### src/rtl/icache_pkg.sv
// rtl/icache_pkg.sv - geometry, AXI constants and state type for the I-cache refill sequencer
package icache_pkg;

  localparam int SETS        = 512;
  localparam int SET_BITS    = 9;
  localparam int LINE_WORDS  = 8;
  localparam int WORD_BITS   = 3;
  localparam int BYTE_BITS   = 3;
  localparam int OFFSET_BITS = WORD_BITS + BYTE_BITS;
  localparam int TAG_BITS    = 64 - SET_BITS - OFFSET_BITS;
  localparam int TIMEOUT     = 256;

  localparam logic [1:0] BURST_INCR = 2'b01;
  localparam logic [2:0] SIZE_8B    = 3'd3;
  localparam logic [1:0] RESP_OKAY  = 2'b00;

  typedef enum logic [1:0] {
    IDLE,
    ADDR,
    DATA,
    COMMIT
  } refill_state_e;

endpackage

### src/rtl/refill_timer.sv
// rtl/refill_timer.sv - handshake watchdog; fires after LIMIT consecutive cycles of run without kick
module refill_timer #(
  parameter int LIMIT = 256
) (
  input  logic clk,
  input  logic rst,
  input  logic run,
  input  logic kick,
  output logic expired
);

  localparam int W = $clog2(LIMIT + 1);

  logic [W-1:0] count_q, count_d;

  always_comb begin
    count_d = count_q;
    expired = 1'b0;
    if (!run || kick) begin
      count_d = '0;
    end else if (count_q == W'(LIMIT - 1)) begin
      expired = 1'b1;
      count_d = '0;
    end else begin
      count_d = count_q + 1'b1;
    end
  end

  always_ff @(posedge clk or posedge rst) begin
    if (rst) begin
      count_q <= '0;
    end else begin
      count_q <= count_d;
    end
  end

endmodule

### src/rtl/icache_refill_ctrl.sv
// rtl/icache_refill_ctrl.sv - miss/refill sequencer: one AXI4 INCR line burst into the 2-way I-cache
// Optional watchdog abort on a hung slave: define ICACHE_REFILL_TIMEOUT_EN.
module icache_refill_ctrl
  import icache_pkg::*;
  #(parameter int TIMEOUT_CYCLES = TIMEOUT)
(
  input  logic                   clk,
  input  logic                   reset,
  input  logic                   miss_req,
  input  logic [63:0]            miss_addr,
  input  logic                   lru_way,
  input  logic                   flush,
  output logic                   stall,
  output logic                   refill_done,
  output logic                   err,
  output logic                   m_arvalid,
  input  logic                   m_arready,
  output logic [63:0]            m_araddr,
  output logic [7:0]             m_arlen,
  output logic [2:0]             m_arsize,
  output logic [1:0]             m_arburst,
  input  logic                   m_rvalid,
  output logic                   m_rready,
  input  logic [63:0]            m_rdata,
  input  logic [1:0]             m_rresp,
  input  logic                   m_rlast,
  output logic                   fill_we,
  output logic [SET_BITS-1:0]    fill_set,
  output logic                   fill_way,
  output logic [WORD_BITS-1:0]   fill_word,
  output logic [63:0]            fill_data,
  output logic                   fill_tag_we,
  output logic [TAG_BITS:0]      fill_tag
);

  localparam logic [WORD_BITS-1:0] LAST_WORD = WORD_BITS'(LINE_WORDS - 1);
  localparam logic [7:0]           BURST_LEN = 8'(LINE_WORDS - 1);

  refill_state_e         state_q, state_d;
  logic [TAG_BITS-1:0]   tag_q, tag_d;
  logic [SET_BITS-1:0]   set_q, set_d;
  logic                  way_q, way_d;
  logic [WORD_BITS-1:0]  cnt_q, cnt_d;
  logic                  abort_q, abort_d;
  logic                  err_q, err_d;
  logic                  timeout;
  logic                  unused_offset;

  // The byte/word offset of the miss never matters: the whole line is fetched.
  assign unused_offset = ^miss_addr[OFFSET_BITS-1:0];

`ifdef ICACHE_REFILL_TIMEOUT_EN
  // Kick/run are decoded from registered state so the timer never loops through the output logic.
  refill_timer #(
    .LIMIT (TIMEOUT_CYCLES)
  ) u_refill_timer (
    .clk     (clk),
    .rst     (reset),
    .run     ((state_q == ADDR) || (state_q == DATA)),
    .kick    (((state_q == ADDR) && m_arready) || ((state_q == DATA) && m_rvalid)),
    .expired (timeout)
  );
`else
  assign timeout = 1'b0;
`endif

  always_comb begin
    state_d     = state_q;
    tag_d       = tag_q;
    set_d       = set_q;
    way_d       = way_q;
    cnt_d       = cnt_q;
    abort_d     = abort_q;
    err_d       = err_q;
    stall       = 1'b0;
    refill_done = 1'b0;
    m_arvalid   = 1'b0;
    m_araddr    = '0;
    m_arlen     = '0;
    m_arsize    = '0;
    m_arburst   = '0;
    m_rready    = 1'b0;
    fill_we     = 1'b0;
    fill_word   = cnt_q;
    fill_data   = '0;
    fill_tag_we = 1'b0;
    fill_tag    = '0;

    case (state_q)
      IDLE: begin
        if (miss_req) begin
          tag_d   = miss_addr[63 -: TAG_BITS];
          set_d   = miss_addr[OFFSET_BITS +: SET_BITS];
          way_d   = lru_way;
          err_d   = 1'b0;
          abort_d = 1'b0;
          state_d = ADDR;
        end
      end

      ADDR: begin
        stall     = 1'b1;
        m_arvalid = 1'b1;
        m_araddr  = {tag_q, set_q, {OFFSET_BITS{1'b0}}};
        m_arlen   = BURST_LEN;
        m_arsize  = SIZE_8B;
        m_arburst = BURST_INCR;
        // A flushed request still has to complete its handshake; it is only marked dead.
        if (flush) begin
          abort_d = 1'b1;
        end
        if (m_arready) begin
          fill_tag_we = 1'b1;
          fill_tag    = {1'b0, tag_q};
          cnt_d       = '0;
          state_d     = DATA;
        end
        if (timeout) begin
          err_d   = 1'b1;
          state_d = IDLE;
        end
      end

      DATA: begin
        stall    = 1'b1;
        m_rready = 1'b1;
        if (flush) begin
          abort_d = 1'b1;
        end
        if (m_rvalid) begin
          fill_we   = ~(abort_q | flush);
          fill_data = m_rdata;
          cnt_d     = cnt_q + 1'b1;
          if (m_rresp != RESP_OKAY) begin
            err_d = 1'b1;
          end
          // Our own beat count decides the end of the burst; rlast is only cross-checked.
          if (m_rlast != (cnt_q == LAST_WORD)) begin
            err_d = 1'b1;
          end
          if (cnt_q == LAST_WORD) begin
            state_d = COMMIT;
          end
        end
        if (timeout) begin
          err_d   = 1'b1;
          state_d = IDLE;
        end
      end

      COMMIT: begin
        fill_tag_we = 1'b1;
        fill_tag    = {~(err_q | abort_q), tag_q};
        refill_done = ~(err_q | abort_q);
        abort_d     = 1'b0;
        state_d     = IDLE;
      end

      default: begin
        state_d = IDLE;
      end
    endcase
  end

  assign err      = err_q;
  assign fill_set = set_q;
  assign fill_way = way_q;

  always_ff @(posedge clk or posedge reset) begin
    if (reset) begin
      state_q <= IDLE;
      tag_q   <= '0;
      set_q   <= '0;
      way_q   <= 1'b0;
      cnt_q   <= '0;
      abort_q <= 1'b0;
      err_q   <= 1'b0;
    end else begin
      state_q <= state_d;
      tag_q   <= tag_d;
      set_q   <= set_d;
      way_q   <= way_d;
      cnt_q   <= cnt_d;
      abort_q <= abort_d;
      err_q   <= err_d;
    end
  end

endmodule
### config.mk
export PLATFORM = sky130hd
export DESIGN_NAME = icache_refill_ctrl
export DESIGN_NICKNAME = d
export VERILOG_FILES = /design/src/rtl/icache_pkg.sv /design/src/rtl/refill_timer.sv /design/src/rtl/icache_refill_ctrl.sv
export SDC_FILE = /design/constraint.sdc
export NUM_CORES = 1
export LEC_CHECK = 0
export ABC_AREA = 1
export BUFFER_PORTS_ARGS = -buffer_cell sky130_fd_sc_hd__buf_2
export CELL_PAD_IN_SITES_DETAIL_PLACEMENT = 1
export CELL_PAD_IN_SITES_GLOBAL_PLACEMENT = 1
export CORE_AREA = 5 5 158 122
export DETAILED_ROUTE_END_ITERATION = 8
export DIE_AREA = 0 0 163 127
export PLACE_DENSITY_LB_ADDON = 0.1
export SETUP_SLACK_MARGIN = 0.3
export SYNTH_ARGS = -nofsm -noshare
export SYNTH_HDL_FRONTEND = slang
export SYNTH_SLANG_ARGS = --single-unit
### constraint.sdc
create_clock -name clk -period 2.52 [get_ports clk]
set_input_delay 0.504 -clock clk [delete_from_list [all_inputs] [get_ports clk]]
set_output_delay 0.504 -clock clk [all_outputs]
set_load 0.01 [all_outputs]
==> out/metrics.csv <==
metric,value,unit
worst setup margin,0.360,ns
post-place setup slack,0.429,ns
cell row count,42,
Synth cell types,20,
family with the most delay on the worst path,buffers and inverters,
largest area contributor in the netlist,dfrtp_1,
DRC violations left,0,
Initial DRC Count,116,
FMAX,0.463,GHz
Buf/Inv on CP,4,
via count,4742,
sum of negative setup slack,0,ns
"Clk pin slew, worst setup/hold paths",0.06,ns
Required @ worst endpoint,2.02,ns
GRT Total Usage,0.160,
cts hold-fix bufs,0,
DP Wirelength,13900,µm
global route overflow,0,
clk buf depth,2,
P&R area growth vs syn,55.5,%
min Tclk post-route,2.16,ns
Final Setup Violations,0,
CTS tree,yes,
die area,0.0207,mm²
drt total wl,17500,µm
"most common cell after layout, fill and taps aside",buf_2,
Mean Syn Cell Area,6.33,µm²
core area,0.0174,mm²
Placed Instance Area,0.00595,mm²
CP max stage cell,dfrtp_2,
DRT Pass-1 Iters,4,
power density over the cells,1180,mW/mm²
H-tree Lvls,3,
Pleak,4.60,nW
Port Buffers,329,
GPL Wtd Cong,0.798,
final hold vios,0,
Yosys reg bits,66,
total CTS buffers,9,
antenna violations before repair,0,
RR Startpoint,state_q[0],
Max-Cap Viols,0,
Slew headroom,0.617,
CTS Root Cell,clkbuf_16,
Synth top area share,0.401,
ranking of synthesized cells by area,"dfrtp_1 (40%), inv_1 (17%), nor2_1 (15%)",
reg2reg path depth,6,
crit-path cells,inv_4 -> ha_4 -> a21oi_4 -> buf_12 -> clkbuf_16 -> nor2_1 -> buf_2,
Die Width,163,µm
sequential fraction of the synthesis area,0.401,
Post-Place Cells,1197,
CP arrival,1.66,ns
worst-path fanout max,16,
vias in the first global route,4743,
Finished Layout Cells,1217,
Yosys Warn Count,0,
routed length per instance,14.4,µm
num ports,349,
Worst-Margin Slew,0.573,ns
hold crit path type,in2async,
Worst-Skew Late Latency,0.33,ns
register-to-register setup slack,0.77,ns
Final #Nets,1115,
Final ANT Viol Nets,0,
unrepaired setup endpoints after global routing,yes,
Worst setup EP type,output port,
crit path launch type,register,
Die Y,127,µm
Slew Limit Fails,0,
CP Class,reg2out,
CTS Sinks,66,
VDD IR-drop max,0.376,mV
Fin Clk Skew,0.00756,ns
most frequent cells in the layout,"buf_2 (328), inv_1 (181), nor2_1 (157)",
R2R Path End,tag_q[34],
CP max stage delay,0.45,ns
Layout Cell Area excl Fill,0.00640,mm²
WP depth,7,
diodes inserted,0,
first-pass GRT wire length,26300,µm
Initial Utilization,0.236,
Post-Syn Area,0.00412,mm²
DR vias/cell,3.90,
largest net degree at the start of global routing,46,
layout cells sized above 1,0.394,
status,"complete, no violations",
Final period util,0.857,
Syn Inst Count,650,
[state kept, by name, indices dropped and copies added, names as in the netlist]
name       count
fill_word      3
abort_q        1
fill_way       1
state_q        2
tag_q         49
fill_set       9
err            1
[worst max path at each step]
stage                from             to  slack, ns
2_1_floorplan       reset        abort_q       0.36
3_3_place_gp   state_q[0]  fill_data[14]       0.46
3_5_place_dp   state_q[0]  fill_data[27]       0.43
4_1_cts        state_q[0]  fill_data[27]       0.27
5_1_grt        state_q[1]   fill_tag[48]       0.29
6_report       state_q[1]   fill_tag[31]       0.36
[timing repair]
item	CTS	global route
cloned	0	2
resized for setup	8	24
pin swaps	0	1
endpoints found under the setup margin	120	167
buffers inserted	0	2
[through the flow]
step / util / power [mW] / hold WS [ns]
after global placement: 0.341 / 6.14 / 0.467
after detailed placement: 0.341 / 6.16 / 0.477
final: 0.367 / 7.54 / 0.234
after global routing: 0.367 / 8.26 / 0.276
after floorplan: - / 4.34 / 0.490
after CTS: 0.358 / 7.39 / 0.248
[synth_stat cells]
library cell	n
nor2_1	167
o21ai_0	2
clkbuf_1	3
o21ai_1	1
buf_1	4
a21oi_2	1
inv_1	184
nor3_1	1
nand2_1	100
buf_6	1
a21oi_1	51
buf_2	23
ha_1	7
or2_2	1
conb_1	1
a21o_1	1
nand3_1	15
dfrtp_1	66
nand2_2	1
buf_4	20
[where the power goes]
part	internal (mW)	leakage, nW	switching, mW
logic	1.76	3.73	2.78
registers	1.56	0.741	0.303
clock network	0.662	0.129	0.467
total	3.99	4.60	3.55
[layout make-up]
| type | count | area (µm²) |
|---|---|---|
| fill | 2361 | 11000 |
| timing repair buffer | 348 | 1900 |
| sequential | 66 | 1650 |
| multi-input combinational | 361 | 1590 |
| inverter | 184 | 693 |
| tap | 242 | 303 |
| clock buffer | 11 | 233 |
| clock inverter | 5 | 31.3 |
[per-layer routing]
layer,global-route usage,wire length (µm),part of all wire,vias to the layer above
met2,0.271,8290,0.47,142
li1,-,-,-,2435
met1,0.207,7960,0.46,2159
met4,0.0251,74,0.0042,0
met5,0,0,0,-
met3,0.0454,1150,0.066,6
[logic make-up after synthesis]
group	share of synthesized area
AOI/OAI and AO/OA	0.0696
adders and majority gates	0.0213
buffers and inverters	0.241
DFF	0.401
other	0.000911
and+or+nand+nor	0.266
Note: power is estimated with default switching activity, not from simulation.
